===== config.mk =====
export PLATFORM = sky130hd
export DESIGN_NAME = pc_fetch_sequencer
export DESIGN_NICKNAME = d
export VERILOG_FILES = /design/src/rtl/pc_fetch_sequencer.sv
export SDC_FILE = /design/constraint.sdc
export NUM_CORES = 1
export LEC_CHECK = 0
export CORE_MARGIN = 1.5
export CORE_UTILIZATION = 40
export DETAILED_ROUTE_END_ITERATION = 6
export GPL_TIMING_DRIVEN = 0
export PLACE_DENSITY = 0.86
export REMOVE_ABC_BUFFERS = 1
export SYNTH_ARGS = -nofsm -noshare
export SYNTH_HDL_FRONTEND = slang
export SYNTH_SLANG_ARGS = --single-unit

===== constraint.sdc =====
create_clock -name clk -period 2.75 [get_ports clk]
set_input_delay 0.55 -clock clk [delete_from_list [all_inputs] [get_ports clk]]
set_output_delay 0.55 -clock clk [all_outputs]
set_load 0.005 [all_outputs]

===== src/rtl/pc_fetch_sequencer.sv =====
// rtl/pc_fetch_sequencer.sv - program counter owner, instruction fetch handshake, interrupt entry/return and halt
module pc_fetch_sequencer #(
    parameter int               WIDTH             = 16,
    parameter logic [WIDTH-1:0] RESET_PC          = 16'h0000,
    parameter logic [WIDTH-1:0] INTERRUPT_CONTROL = 16'h5FFF,
    parameter logic [WIDTH-1:0] INT_VECTOR        = 16'h5F00
) (
    input  logic             clk,
    input  logic             reset,
    output logic [WIDTH-1:0] pcCur,
    input  logic [WIDTH-1:0] pcNext,
    output logic             imem_req,
    output logic [WIDTH-1:0] imem_addr,
    input  logic             imem_ready,
    input  logic [WIDTH-1:0] imem_data,
    output logic [WIDTH-1:0] instr,
    output logic             instr_valid,
    input  logic             instr_ready,
    input  logic             stall,
    input  logic             reti,
    input  logic             irq,
    output logic             irq_ack,
    output logic [WIDTH-1:0] epc,
    output logic             in_isr
);

    typedef enum logic [1:0] {IDLE, FETCH, HOLD, HALT} state_t;

    localparam logic [WIDTH-1:0] HALT_PC = INTERRUPT_CONTROL - {{(WIDTH-1){1'b0}}, 1'b1};

    state_t           state, stateD;
    logic [WIDTH-1:0] pcCurD, instrD, epcD;
    logic             instrValidD, inIsrD, irqAckD;
    logic             accept;

    assign accept    = instr_valid & instr_ready & ~stall;
    assign imem_req  = (state == FETCH);
    assign imem_addr = pcCur;

    always_ff @(posedge clk) begin
        if (reset) begin
            state       <= IDLE;
            pcCur       <= RESET_PC;
            instr       <= '0;
            instr_valid <= 1'b0;
            irq_ack     <= 1'b0;
            epc         <= '0;
            in_isr      <= 1'b0;
        end else begin
            state       <= stateD;
            pcCur       <= pcCurD;
            instr       <= instrD;
            instr_valid <= instrValidD;
            irq_ack     <= irqAckD;
            epc         <= epcD;
            in_isr      <= inIsrD;
        end
    end

    always_comb begin
        stateD      = state;
        pcCurD      = pcCur;
        instrD      = instr;
        instrValidD = instr_valid;
        epcD        = epc;
        inIsrD      = in_isr;
        irqAckD     = 1'b0;
        case (state)
            IDLE: stateD = FETCH;
            FETCH: begin
                if (imem_ready) begin
                    instrD      = imem_data;
                    instrValidD = 1'b1;
                    stateD      = HOLD;
                end
            end
            HOLD: begin
                if (accept) begin
                    instrValidD = 1'b0;
                    if (reti && in_isr) begin
                        pcCurD = epc;
                        inIsrD = 1'b0;
                        stateD = FETCH;
                    end else if (irq && !in_isr) begin
                        // Return point is the instruction that would have followed the accepted one
                        epcD    = pcNext;
                        pcCurD  = INT_VECTOR;
                        inIsrD  = 1'b1;
                        irqAckD = 1'b1;
                        stateD  = FETCH;
                    end else if (pcNext == pcCur && pcCur == HALT_PC) begin
                        stateD = HALT;
                    end else begin
                        pcCurD = pcNext;
                        stateD = FETCH;
                    end
                end
            end
            HALT: begin
                if (irq) begin
                    epcD    = pcCur;
                    pcCurD  = INT_VECTOR;
                    inIsrD  = 1'b1;
                    irqAckD = 1'b1;
                    stateD  = FETCH;
                end
            end
            default: stateD = IDLE;
        endcase
    end

endmodule


======== Word-level counts from Yosys, hierarchy flattened ========
Cells that the tools add are included.
word-level totals
  register bits after elaboration ......... 53
  input port bits ......................... 39
  output and inout port bits .............. 68
  word-level logic and storage cells ...... 66
operators by class
  eq/ne operators ......................... 12
  multiplexer cells ....................... 31
  bitwise operators ....................... 3
  reduce and logical (&&, ||, !) cells .... 13
operators with widths
  kind                    count
  $mux W16                9
  $pmux W16 S2            2
  $eq A16 B15 Y1 const B  1
  $eq A16 B16 Y1          1
  $mux W2                 6
  $mux W1                 10
  $ne A2 B2 Y1 const B    4
  $pmux W2 S4             1
  $reduce_and A4 Y1       2
  $pmux W1 S2             3
  $reduce_and A3 Y1       2
  $reduce_and A5 Y1       1
  $eq A2 B2 Y1 const B    2
  $ne A4 B4 Y1 const B    1
  $reduce_bool A2 Y1      2
  $logic_and A1 B1 Y1     3
  $ne A3 B3 Y1 const B    1
  $and A1 B1 Y1           2
  $eq A2 B1 Y1 const B    1
  $logic_not A2 Y1        1
  $ne A2 B1 Y1 const B    1
  $reduce_and A2 Y1       1
  $logic_not A1 Y1        1
  $not A1 Y1              1

======== Depth between registers and ports, before layout ========
  depth in word-level cells ............... 7
  gate-level depth with buffers ........... 8
  gate-level depth less buffers ........... 7

======== Worst setup path after synthesis ========
Ideal clock, no wire load.
  path type ............................... input port to flip-flop
  start ................................... input irq
  end ..................................... register pcCur[1] (netlist: imem_addr[1])
  setup time .............................. 79 ps
  arrival time ............................ 1,957 ps
  data required time ...................... 2,671 ps
  path slack .............................. 714 ps
  stages .................................. 6
  path buffers ............................ 1
  cell sequence ........................... mux2_4 or4_4 nor3_4 buf_6 a211oi_1 a211oi_2
on the way
  word-level cells in the longest chain between the ends .. 5
  elaborated cells on any way between the ends .. 8
  those cells by class .................... 2 x eq/ne; 4 x mux; 2 x reduce/logical
RTL lines
  item                    line  source
  start: declaration      21    input logic irq,
  $logic_and A1 B1 Y1     84    end else if (irq && !in_isr) begin
  $mux W16                84
  $mux W16                80    if (reti && in_isr) begin
  $mux W16                78    if (accept) begin
  $pmux W16 S2            68    case (state)
  end signal: assignment  51    pcCur <= pcCurD;
  end: declaration        10    output logic [WIDTH-1:0] pcCur,
Several ways; a longest one is shown, not always the timed one. The select of a mux whose other input is x is not followed.
A chain may end at the register's enable or synchronous reset.

======== Final worst setup path ========
  start ................................... input irq
  end ..................................... register pcCur[6] (netlist: imem_addr[6])
The elaborated chain is that of the path after synthesis.

==> reports/qor.txt <==
Antenna violations before repair: 0
Count leader, synth: dfxtp_1
Netlist cell types: 39
Routed wire length: 7.79 mm
Vias/cell: 5.37
Post-synthesis cell count: 323
Avg WL per Cell: 15.6 um
Sw Share: 0.305
Avg Cell Area, Syn: 8.70 um2
Share of cells above drive strength 1: 0.0769
Critical path cell sequence: clkdlybuf4s50_1 -> mux2_4 -> or4_4 -> nor3_4 -> a21o_2 -> a211oi_2
Critical Path Fanout Max: 11
Initial drt markers: 191
Warnings from Yosys: 0
Insertion delay to the later sink of the worst-skew pair: 0.32 ns
Simple-Gate Fraction of Synth Area: 0.190
Total gr overflow: 0
Min-delay worst type: flop to flop
Setup Skew: 0.00758 ns
Critical path arrival: 2.84 ns
Peak Freq: 378 MHz
Die area: 7530 um2
Gr usage total: 0.207
Area Overhead vs Synth: 41.2%
First-pass GRT wire length: 12.4 mm
Yosys top cell by area: dfxtp_1
Mapped cell area: 2810 um2
Routed via count: 2679
Crit Path Category: input pin to flop
Comb pwr share: 0.287
Setup ws final: 0.106 ns
Share of the synthesized area in the top cell type: 0.378
Num rows: 30
Pins over their slew limit: 0
Number of global-route vias before repair: 2543
Status: completed
Final Cycle Share: 0.962
Slowest stage cell, crit path: or4_4
XOR/XNOR Fraction of Synth Area: 0.0343
Remaining DRCs: 0
Top_reg_cell synth: dfxtp_1
Worst EP required: 2.95 ns
Drt first pass iters: 5
Deepest clock path buffer count: 2
Slowest cell delay on critical path: 0.56 ns
Clock-pin slew on the worst setup and hold paths: 0.09 ns
Final Core Density: 0.584
VDD IR max: 218 uV
Maxcap violations: 0
Yosys reg bits: 53
Slew headroom: 0.474
PD cells: 483 nW/um2
Nets: 445
Worst slew pin tran: 0.786 ns
Clock sink count: 53
DP Wirelength: 5.48 mm
Post-synth EDFFs: 0
Total CTS buffers: 5
# IOs: 107
Cell Int Power: 0.00133 W
Post-route minimum period: 2.64 ns
Root Driver: clkbuf_8
Seq/Total Area, Yosys: 0.378
Setup Viol. Count Final: 0
Setup crit end kind: flop
Pre-CTS setup slack: -0.659 ns
Crit start category: input pin
Die Y: 86.8 um
Die W: 86.8 um
Leak: 1.28 nW
Compound-cell area share of the yosys netlist: 0.227
Post-Synth Adder-Cell Area: 0.0178
Ys async rst share: 0
Most frequent cells after synthesis: 53 x dfxtp_1, 40 x nand2_1, 28 x a211oi_1
RSZ-0062 raised after global routing: no
CTS tree: built
Initial Utilization: 0.413
Core Region: 6790 um2
H-Tree Depth: 2
# hold bufs at CTS: 0
Antenna Diode Count: 0
Post-route ant nets: 0
Synth area leaders: dfxtp_1 38%, a211oi_1 7.5%, mux2i_1 5.7%
Largest family of logic cells by synthesized area: compound AO/OA/AOI/OAI gates
Largest net degree at the start of global routing: 36
Psw: 0.000584 W
Mux cell area share after synthesis: 0.0624
# port buffers: 106
Clock share of power: 0.238
Hold Fails Final Rpt: 0
Sequential power share: 0.475
Gp weighted congestion: 0.774
[stage by stage]
stage	area (um2)	power, W	hold WS, ns	std cells	setup TNS (ns)
global route	3970	0.00202	0.484	499	0
finish	3970	0.00192	0.458	499	0
global placement	3770	0.00144	0.441	486	-45.80
floorplan	2590	0.00115	0.447	284	-11.20
detailed placement	3830	0.00147	0.446	489	-14.29
CTS	3950	0.00192	0.461	497	0
[power groups by stage]
stage	logic [W]	registers, W	clock network, W
3_3_place_gp	0.000519	0.000921	0
2_1_floorplan	0.000226	0.000920	0
4_1_cts	0.000547	0.000910	0.000467
6_report	0.000550	0.000910	0.000455
3_5_place_dp	0.000541	0.000926	0
5_1_grt	0.000600	0.000922	0.000501
[layout make-up]
type                            count  area (um2)
Clock inverter                      3        21.3
Clock buffer                        5        68.8
Timing Repair Buffer              110        1120
Sequential cell                    53        1060
Inverter                            9        33.8
Multi-Input combinational cell    223        1540
Fill cell                         605        2830
Tap cell                           96         120
[sequential cells by signal, summed over array words and instances, names as in the netlist]
register	count
state	2
imem_addr	16
in_isr	1
irq_ack	1
instr	16
instr_valid	1
epc	16
[worst max-delay path, delay by kind of cell]
family	cells	cell delay (ns)
buf+inv	1	0.47
simple gates	2	1.07
compound gates	2	0.45
mux	1	0.31
[final timing paths]
kind | start | to | slack [ns] | cells past startpoint
setup / recovery | irq | imem_addr[6]$_SDFFE_PP0P_ | 0.11 | 6
hold / removal | instr[6]$_SDFFE_PP0P_ | instr[6]$_SDFFE_PP0P_ | 0.46 | 2
setup reg to reg | state[0]$_SDFFE_PP0P_ | in_isr$_SDFFE_PP0P_ | 0.23 | 7
hold reg to reg | instr[6]$_SDFFE_PP0P_ | instr[6]$_SDFFE_PP0P_ | 0.46 | 2
[routing by layer]
layer / GRT usage / part of all wire / up-vias / routed length [um]
li1: - / - / 1296 / -
met1: 0.257 / 0.41 / 1259 / 3180
met2: 0.357 / 0.50 / 115 / 3870
met3: 0.0514 / 0.082 / 9 / 636
met4: 0.0543 / 0.013 / 0 / 101
met5: 0 / 0 / - / 0
[cell usage in the layout, fill, tap and decap left out, types with 2 or more instances in the layout]
cell type        Yosys  layout
nand3_1             12      12
clkbuf_8             0       5
o221ai_1             6       6
a21oi_1             18      17
dfxtp_1             53      53
a211oi_1            28      27
nand3b_1             4       4
nand4_1              5       5
nand2b_1             2       2
inv_1                9       9
o21bai_1             2       2
a22o_1               7       7
a211o_1              7       7
o31ai_1              3       3
a211oi_2             7       8
nor2_1              24      24
xor2_1               3       3
nor3b_1              2       2
or2_2                2       2
mux2i_1             16      16
a22oi_1              3       3
nor2b_1              9       9
ha_1                 4       3
xnor2_1              8       8
nand2_1             40      40
clkdlybuf4s50_1      0     105
[timing repair]
item | 4_1_cts | 5_1_grt
gates cloned | 0 | 1
buffers inserted | 0 | 1
pin swaps | 1 | 1
resized for setup | 3 | 1
hold endpoints to repair | 0 | 0
endpoints found under the setup margin | 30 | 21
[kinds of logic (layout without fill, tap and decap cells)]
logic type               count (synthesis)  after routing
adder cells (fa/ha/maj)                  4              4
XOR/XNOR                                11             11
flip-flops                              53             53
AND/OR/NAND/NOR                        107            108
buffers and inverters                   48            127
AO/OA/AOI/OAI                           83             83
multiplexers                            17             17
No activity file was read; power rests on OpenSTA's default activity.
